`src/rtl/id_operand_stage.sv`:
```
// Decode/operand-fetch stage: 32-entry register file, rs1/rs2/immediate operand
// selection with write-back bypass, and a single registered output slot toward the ALU.
module id_operand_stage #(
  parameter int BITS = 32,
  parameter int REGS = 32
) (
  input  logic            clk,
  input  logic            rst_n,
  input  logic            in_valid,
  output logic            in_ready,
  input  logic [31:0]     instr,
  input  logic            wb_en,
  input  logic [4:0]      wb_addr,
  input  logic [BITS-1:0] wb_data,
  output logic            out_valid,
  input  logic            out_ready,
  output logic [31:0]     operation,
  output logic [BITS-1:0] a,
  output logic [BITS-1:0] b,
  output logic [4:0]      rd,
  output logic            illegal
);

  localparam logic [6:0] OPC_OP     = 7'b0110011;
  localparam logic [6:0] OPC_OP_IMM = 7'b0010011;

  function automatic logic signed [BITS-1:0] sext_imm12(input logic [11:0] imm);
    return $signed({{(BITS-12){imm[11]}}, imm});
  endfunction

  logic [BITS-1:0]        rf [REGS];
  logic [4:0]             rs1_p0;
  logic [4:0]             rs2_p0;
  logic [6:0]             opcode_p0;
  logic [BITS-1:0]        rs1_val_p0;
  logic [BITS-1:0]        rs2_val_p0;
  logic signed [BITS-1:0] a_p0;
  logic signed [BITS-1:0] b_p0;
  logic                   illegal_p0;
  logic                   accept_p0;

  logic                   vld_p1;
  logic [31:0]            operation_p1;
  logic signed [BITS-1:0] a_p1;
  logic signed [BITS-1:0] b_p1;
  logic [4:0]             rd_p1;
  logic                   illegal_p1;

  // ---- stage p0: field extraction, register read with write-back bypass, decode ----
  assign rs1_p0    = instr[19:15];
  assign rs2_p0    = instr[24:20];
  assign opcode_p0 = instr[6:0];

  assign in_ready  = !vld_p1 || out_ready;
  assign accept_p0 = in_valid && in_ready;

  always_comb begin
    rs1_val_p0 = rf[rs1_p0];
    if (rs1_p0 == 5'd0) begin
      rs1_val_p0 = '0;
    end else if (wb_en && (wb_addr == rs1_p0)) begin
      rs1_val_p0 = wb_data;
    end
  end

  always_comb begin
    rs2_val_p0 = rf[rs2_p0];
    if (rs2_p0 == 5'd0) begin
      rs2_val_p0 = '0;
    end else if (wb_en && (wb_addr == rs2_p0)) begin
      rs2_val_p0 = wb_data;
    end
  end

  always_comb begin
    a_p0       = '0;
    b_p0       = '0;
    illegal_p0 = 1'b0;
    unique case (opcode_p0)
      OPC_OP: begin
        a_p0 = $signed(rs1_val_p0);
        b_p0 = $signed(rs2_val_p0);
      end
      OPC_OP_IMM: begin
        // Shift-immediates take the same path; the ALU only looks at b[4:0].
        a_p0 = $signed(rs1_val_p0);
        b_p0 = sext_imm12(instr[31:20]);
      end
      default: illegal_p0 = 1'b1;
    endcase
  end

  // x0 is never stored, so reads of it can rely on the explicit zero above.
  always_ff @(posedge clk or negedge rst_n) begin
    if (!rst_n) begin
      for (int i = 0; i < REGS; i++) begin
        rf[i] <= '0;
      end
    end else if (wb_en && (wb_addr != 5'd0)) begin
      rf[wb_addr] <= wb_data;
    end
  end

  // ---- stage p1: output slot driving the ALU; holds while stalled ----
  always_ff @(posedge clk or negedge rst_n) begin
    if (!rst_n) begin
      vld_p1       <= 1'b0;
      operation_p1 <= '0;
      a_p1         <= '0;
      b_p1         <= '0;
      rd_p1        <= '0;
      illegal_p1   <= 1'b0;
    end else if (accept_p0) begin
      vld_p1       <= 1'b1;
      operation_p1 <= instr;
      a_p1         <= a_p0;
      b_p1         <= b_p0;
      rd_p1        <= instr[11:7];
      illegal_p1   <= illegal_p0;
    end else if (out_ready) begin
      vld_p1       <= 1'b0;
    end
  end

  assign out_valid = vld_p1;
  assign operation = operation_p1;
  assign a         = a_p1;
  assign b         = b_p1;
  assign rd        = rd_p1;
  assign illegal   = illegal_p1;

endmodule
```
`config.mk`:
```
export PLATFORM = sky130hd
export DESIGN_NAME = id_operand_stage
export DESIGN_NICKNAME = d
export VERILOG_FILES = /design/src/rtl/id_operand_stage.sv
export SDC_FILE = /design/constraint.sdc
export NUM_CORES = 2
export LEC_CHECK = 0
export BUFFER_PORTS_ARGS = -buffer_cell sky130_fd_sc_hd__buf_2
export CELL_PAD_IN_SITES_DETAIL_PLACEMENT = 0
export CELL_PAD_IN_SITES_GLOBAL_PLACEMENT = 1
export CORE_ASPECT_RATIO = 1.25
export CORE_MARGIN = 10
export CORE_UTILIZATION = 48
export DETAILED_ROUTE_END_ITERATION = 16
export GPL_ROUTABILITY_DRIVEN = 0
export HOLD_SLACK_MARGIN = 0.12
export PLACE_DENSITY = 0.87
export SYNTH_ARGS = -nofsm -noshare
export SYNTH_HDL_FRONTEND = slang
export SYNTH_SLANG_ARGS = --single-unit
```
`constraint.sdc`:
```
create_clock -name clk -period 1.68 [get_ports clk]
set_input_delay 0.252 -clock clk [delete_from_list [all_inputs] [get_ports clk]]
set_output_delay 0.252 -clock clk [all_outputs]
set_load 0.02 [all_outputs]
```
Word-level counts from Yosys, hierarchy flattened:

Cells that the tools add are included.

* word-level logic and storage cells: 79
* input bits: 74
* bits in registers: 1127
* output and inout bits: 104

* mux-type cells: 18
* bitwise operators: 3
* reduce and logical (&&, ||, !) cells: 12
* order comparisons: 4
* equality and inequality tests: 4

Operators with widths (count)
* 1024-bit bitwise mux: 1
* 32-bit binary-select mux with 5-bit select: 2
* 32-bit 2-to-1 mux: 10
* 32-bit demux with 5-bit select: 1
* 32-bit case mux with 2 select lines: 1
* 6-bit >= comparator (second input constant): 3
* 5-bit NOT with 6-bit output: 3
* 5-bit equality test: 2
* 5-bit zero test: 2
* 7-bit by 5-bit equality test with 1-bit output (second input constant): 1
* 7-bit by 6-bit equality test with 1-bit output (second input constant): 1
* 6-bit by 1-bit < comparator with 1-bit output (second input constant): 1
* 1-bit logical AND: 5
* 5-bit nonzero test: 1
* 1-bit 2-to-1 mux: 3
* 2-bit nonzero test: 1
* 2-bit OR reduction: 1
* 1-bit zero test: 1
* 1-bit logical OR: 1

Longest topological paths before layout:

* depth in word-level cells: 7
* mapped depth: 10
* mapped depth without buffers: 5

Least setup slack after synthesis:

No wires, ideal clock.

* kind: input-to-reg
* start point: input port instr[16]
* end point: register a_p1[26], in the netlist a[26]
* arrival time: 1.982 ns
* setup time: 0.121 ns
* stages on the path: 9
* setup slack: -0.423 ns
* buffers on the path: 4
* data required time: 1.559 ns
* cell sequence: buf_2 -> buf_2 -> clkbuf_1 -> buf_2 -> mux2i_1 -> o22ai_1 -> a211oi_1 -> nand4_1 -> a22o_1

* word-level cells in the longest chain between the ends: 7
* elaborated cells on any way between the ends: 10
* those cells by class: eq/ne (1); mux (6); bitwise (1); reduce/logical (2)

Ends and longest elaborated chain
* start, declared: line 11 `input logic [31:0] instr,`
* 5-bit NOT with 6-bit output (implied by the code): line 58 `rs1_val_p0 = rf[rs1_p0];`
* 32-bit binary-select mux with 5-bit select: line 58
* 32-bit 2-to-1 mux (implied by the code) (2 in series): line 58
* 32-bit 2-to-1 mux: line 61 `end else if (wb_en && (wb_addr == rs1_p0)) begin`
* 32-bit 2-to-1 mux (*): line 59 `if (rs1_p0 == 5'd0) begin`
* 32-bit 2-to-1 mux (*): line 79 `unique case (opcode_p0)`
* end signal, assigned: line 116 `a_p1 <= a_p0;`
* end, declared: line 44 `logic signed [BITS-1:0] a_p1;`

Every way passes the cells marked *; elsewhere a longest branch is shown, timed or not. The select of a mux whose other input is x is not followed.
A chain may end at the register's enable or synchronous reset.

Worst setup path in the final report:

* start point: register rf[115] (netlist bit)
* end point: register a_p1[19], in the netlist a[19]

* word-level cells in the longest chain between the ends: 6

Ends and longest elaborated chain
* start, declared: line 31 `logic [BITS-1:0] rf [REGS];`
* start signal, assigned by index: line 100 `rf[wb_addr] <= wb_data;`
* 32-bit binary-select mux with 5-bit select: line 58
* 32-bit 2-to-1 mux (implied by the code) (2 in series): line 58
* 32-bit 2-to-1 mux: line 61
* 32-bit 2-to-1 mux: line 59
* 32-bit 2-to-1 mux: line 79

No other way between the ends. The select of a mux whose other input is x is not followed.

==> metrics.csv <==
metric,value,unit
number of synthesized flops with an enable pin,0,
Post-Synth Adder-Cell Area,0,
clock buffer depth,3,
DRT Wirelength,207,mm
Max Cap Violations,0,
Synth area leaders,"dfrtp_1 48%, mux2_2 17%, mux4_2 17%, mux2i_1 2.7%, mux2_1 2.3%",
skew final,0.0596,ns
worst slew pin tran,1.03,ns
fin crit share,1.09,
grt ovf,0,
Synth top area share,0.482,
WHS Endpoint,rf[876],
CTS Buf Count,111,
post-route cell area,73000,µm²
share of layout cells above drive strength 1,0.563,
DIE HEIGHT,410,µm
leakage,32.6,nW
fin crit period,1.83,ns
residual DRC count,0,
Starting DRT DRC Count,5053,
Final setup viols,37,
final number of hold-violating endpoints,0,
fill count,8620,
Critical Path RT,2.35,ns
"Max FO, Critical Path",2,
Worst R2R Setup Slack,-0.15,ns
CTS H-tree lvls,3,
hold depth,2,
compound-gate portion of the synthesized area,0.0588,
Yosys cell types,60,
Min Hold Slack,0.154,ns
PortBufs,177,
worst reg2reg path depth,5,
dpl cell area,67300,µm²
Int Power,0.0578,W
Antenna Nets Post-Route,0,
Mapped Area,58300,µm²
register area share after synthesis,0.482,
TritonCTS clock tree,yes,
Worst-path clk slew,0.06,ns
HPWL after DPL,136,mm
"FF+latch count, synth",1122,
Syn Nets,4101,
largest family of logic cells by synthesized area,multiplexers,
io pins,178,
CTS root buffer,clkbuf_16,
first-pass GRT wire length,300,mm
Peak supply drop,0.00100,V
power density over cell area,1100,nW/µm²
Layout area overhead,25.2,%
via count,42900,
cell count after synthesis,4027,
CP max stage delay,0.47,ns
Avg WL per Cell,32.5,µm
top-count cell post-synth,dfrtp_1,
Post-Synth Simple-Gate Area,0.0309,
"area leader, netlist",dfrtp_1,
most frequent cells after synthesis,"1122 x dfrtp_1, 899 x mux2_2, 434 x mux4_2",
Pre-Repair DR Iteration Count,6,
# rows,142,
fmax,548,MHz
full die area,136000,µm²
kind of critical path,reg -> reg,
combinational power share,0.228,
pin count of the biggest net entering global routing,94,
vias in the first global route,45000,
Slew headroom,0.312,
core area,120000,µm²
Pwr Total,0.0802,W
Net Sw Power,0.0224,W
multiplexer share of the synthesized area,0.391,
setup TNS,-1.73,ns
worst min path class,in -> reg,
Net Sw Frac,0.279,
Tot GR Track Use,0.294,
xor/xnor share of the synthesized area,0.00150,
kind of end point of the critical path,register,
violated checks,setup timing,
reg2reg end,a[19],
Critical Path Slowest Stage Cell,mux4_2,
Most used DFF post-synth,dfrtp_1,
Worst Min Path Start,wb_data[12],
"FFs w/ async S/R, synth",1.00,
Worst R2R Start,rf[115],
synth warn,0,
vias per cell,6.73,
Mean Syn Cell Area,14.5,µm²
Chip Width,332,µm
Layout Nets,4766,
clock network power share,0.330,
final worst slack,-0.146,ns
"Slew Viols, Final",0,
Seq pwr share,0.442,
status,"finished, violations left",
number of clock sinks,1122,
critical path arrival,2.50,ns
Critical Path Source Type,register,
Starting Density,0.485,
RSZ-0062 raised after global routing,yes,
initial antenna violation count,8,
CP Cell Sequence,buf_4 -> mux4_2 -> a211oi_2 -> nand4_1 -> a22o_1,
"Clk Latency, worst-skew pair",0.77,ns
## state kept, by name, summed over array words and instances, names as in the netlist
| register | flops |
|---|---|
| operation | 32 |
| out_valid | 1 |
| rf | 1024 |
| a | 32 |
| b | 32 |
| illegal | 1 |
## per-stage QoR
stage                     cells   util  setup WS (ns)
after global routing       6367  0.607         -0.256
after detailed placement   6060  0.560         -0.602
final                      6371  0.607         -0.146
after CTS                  6336  0.600         -0.122
after floorplan            4027      -         -0.272
after global placement     6060  0.560         -0.585
## layer usage
metal  share of wire  GRT usage
met1            0.36      0.363
met4           0.068      0.172
met5         0.00048          0
met2            0.46      0.454
met3            0.12     0.0897
## worst max-delay path by stage
stage          startpoint  endpoint  depth (start not counted)
2_1_floorplan   instr[20]     b[15]                          9
3_3_place_gp    instr[15]     a[16]                          8
3_5_place_dp    instr[15]     a[16]                          8
4_1_cts             rf[2]      a[2]                          5
5_1_grt            rf[25]     b[25]                          5
6_report          rf[115]     a[19]                          5
## timing repair
| action | 4_1_cts | 5_1_grt |
|---|---|---|
| hold buffers | 43 | 0 |
| cloned | 0 | 7 |
| hold endpoints to repair | 1281 | 0 |
| gates resized for setup | 94 | 95 |
| buffers inserted | 30 | 24 |
| pin swaps | 83 | 61 |
| setup endpoints to repair | 62 | 70 |
## power by group through the flow
stage	sequential (W)	combinational, W	clock, W
2_1_floorplan	0.0346	0.0111	0
3_3_place_gp	0.0353	0.0166	0
3_5_place_dp	0.0357	0.0172	0
4_1_cts	0.0352	0.0177	0.0267
5_1_grt	0.0358	0.0194	0.0278
6_report	0.0354	0.0183	0.0265
## worst max-delay path: cells and delay by family, from the launching register on
kind | cells | cell delay (ns)
AND/OR/NAND/NOR | 1 | 0.25
AO/OA/AOI/OAI | 2 | 0.44
buffers and inverters | 1 | 0.15
multiplexers | 1 | 0.47
flip-flops | 1 | 0.40
## cells by family after synthesis
kind of cell | count (synthesis)
compound gates | 466
xor+xnor | 10
flops | 1122
mux | 1609
simple gates | 371
buf+inv | 449
## cell type report
cell class | instances | area, µm² | area share
multi-input combinational | 2456 | 29100 | 0.399
sequential | 1122 | 28100 | 0.385
timing repair buffer | 1001 | 9900 | 0.136
clock buffer | 153 | 3240 | 0.0444
tap | 1584 | 1980 | 0.0272
clock inverter | 51 | 647 | 0.00887
antenna | 4 | 10.0 | 0.000137
## placed cells by master, fill, tap and decap left out, types with 8 or more instances in the layout
| cell type | netlist | final |
|---|---|---|
| a22oi_1 | 80 | 36 |
| o21ai_1 | 44 | 37 |
| xor2_1 | 8 | 8 |
| nand3_1 | 21 | 19 |
| mux2_2 | 899 | 899 |
| o22a_1 | 18 | 18 |
| buf_4 | 28 | 569 |
| a22oi_2 | 0 | 44 |
| o21ai_0 | 29 | 27 |
| a2111oi_4 | 0 | 8 |
| dlygate4sd3_1 | 0 | 43 |
| o21a_1 | 30 | 29 |
| clkbuf_8 | 0 | 28 |
| mux4_2 | 434 | 434 |
| nand2_2 | 0 | 23 |
| dfrtp_1 | 1122 | 1103 |
| nand2_1 | 187 | 163 |
| a211oi_2 | 0 | 25 |
| a221oi_2 | 0 | 9 |
| clkinv_2 | 0 | 23 |
| buf_6 | 18 | 37 |
| o21ai_2 | 0 | 9 |
| mux2i_1 | 155 | 150 |
| a21o_1 | 13 | 13 |
| clkbuf_16 | 0 | 117 |
| dfrtp_2 | 0 | 19 |
| mux2_1 | 121 | 121 |
| o22ai_1 | 65 | 63 |
| buf_12 | 3 | 191 |
| nor2_1 | 49 | 28 |
| a21oi_1 | 23 | 17 |
| nand4_1 | 38 | 38 |
| clkbuf_1 | 244 | 13 |
| buf_2 | 90 | 151 |
| nor2_4 | 0 | 17 |
| a22o_1 | 79 | 79 |
| bufinv_16 | 0 | 10 |
| a221oi_1 | 27 | 18 |
Note: power is estimated with default switching activity, not from simulation.
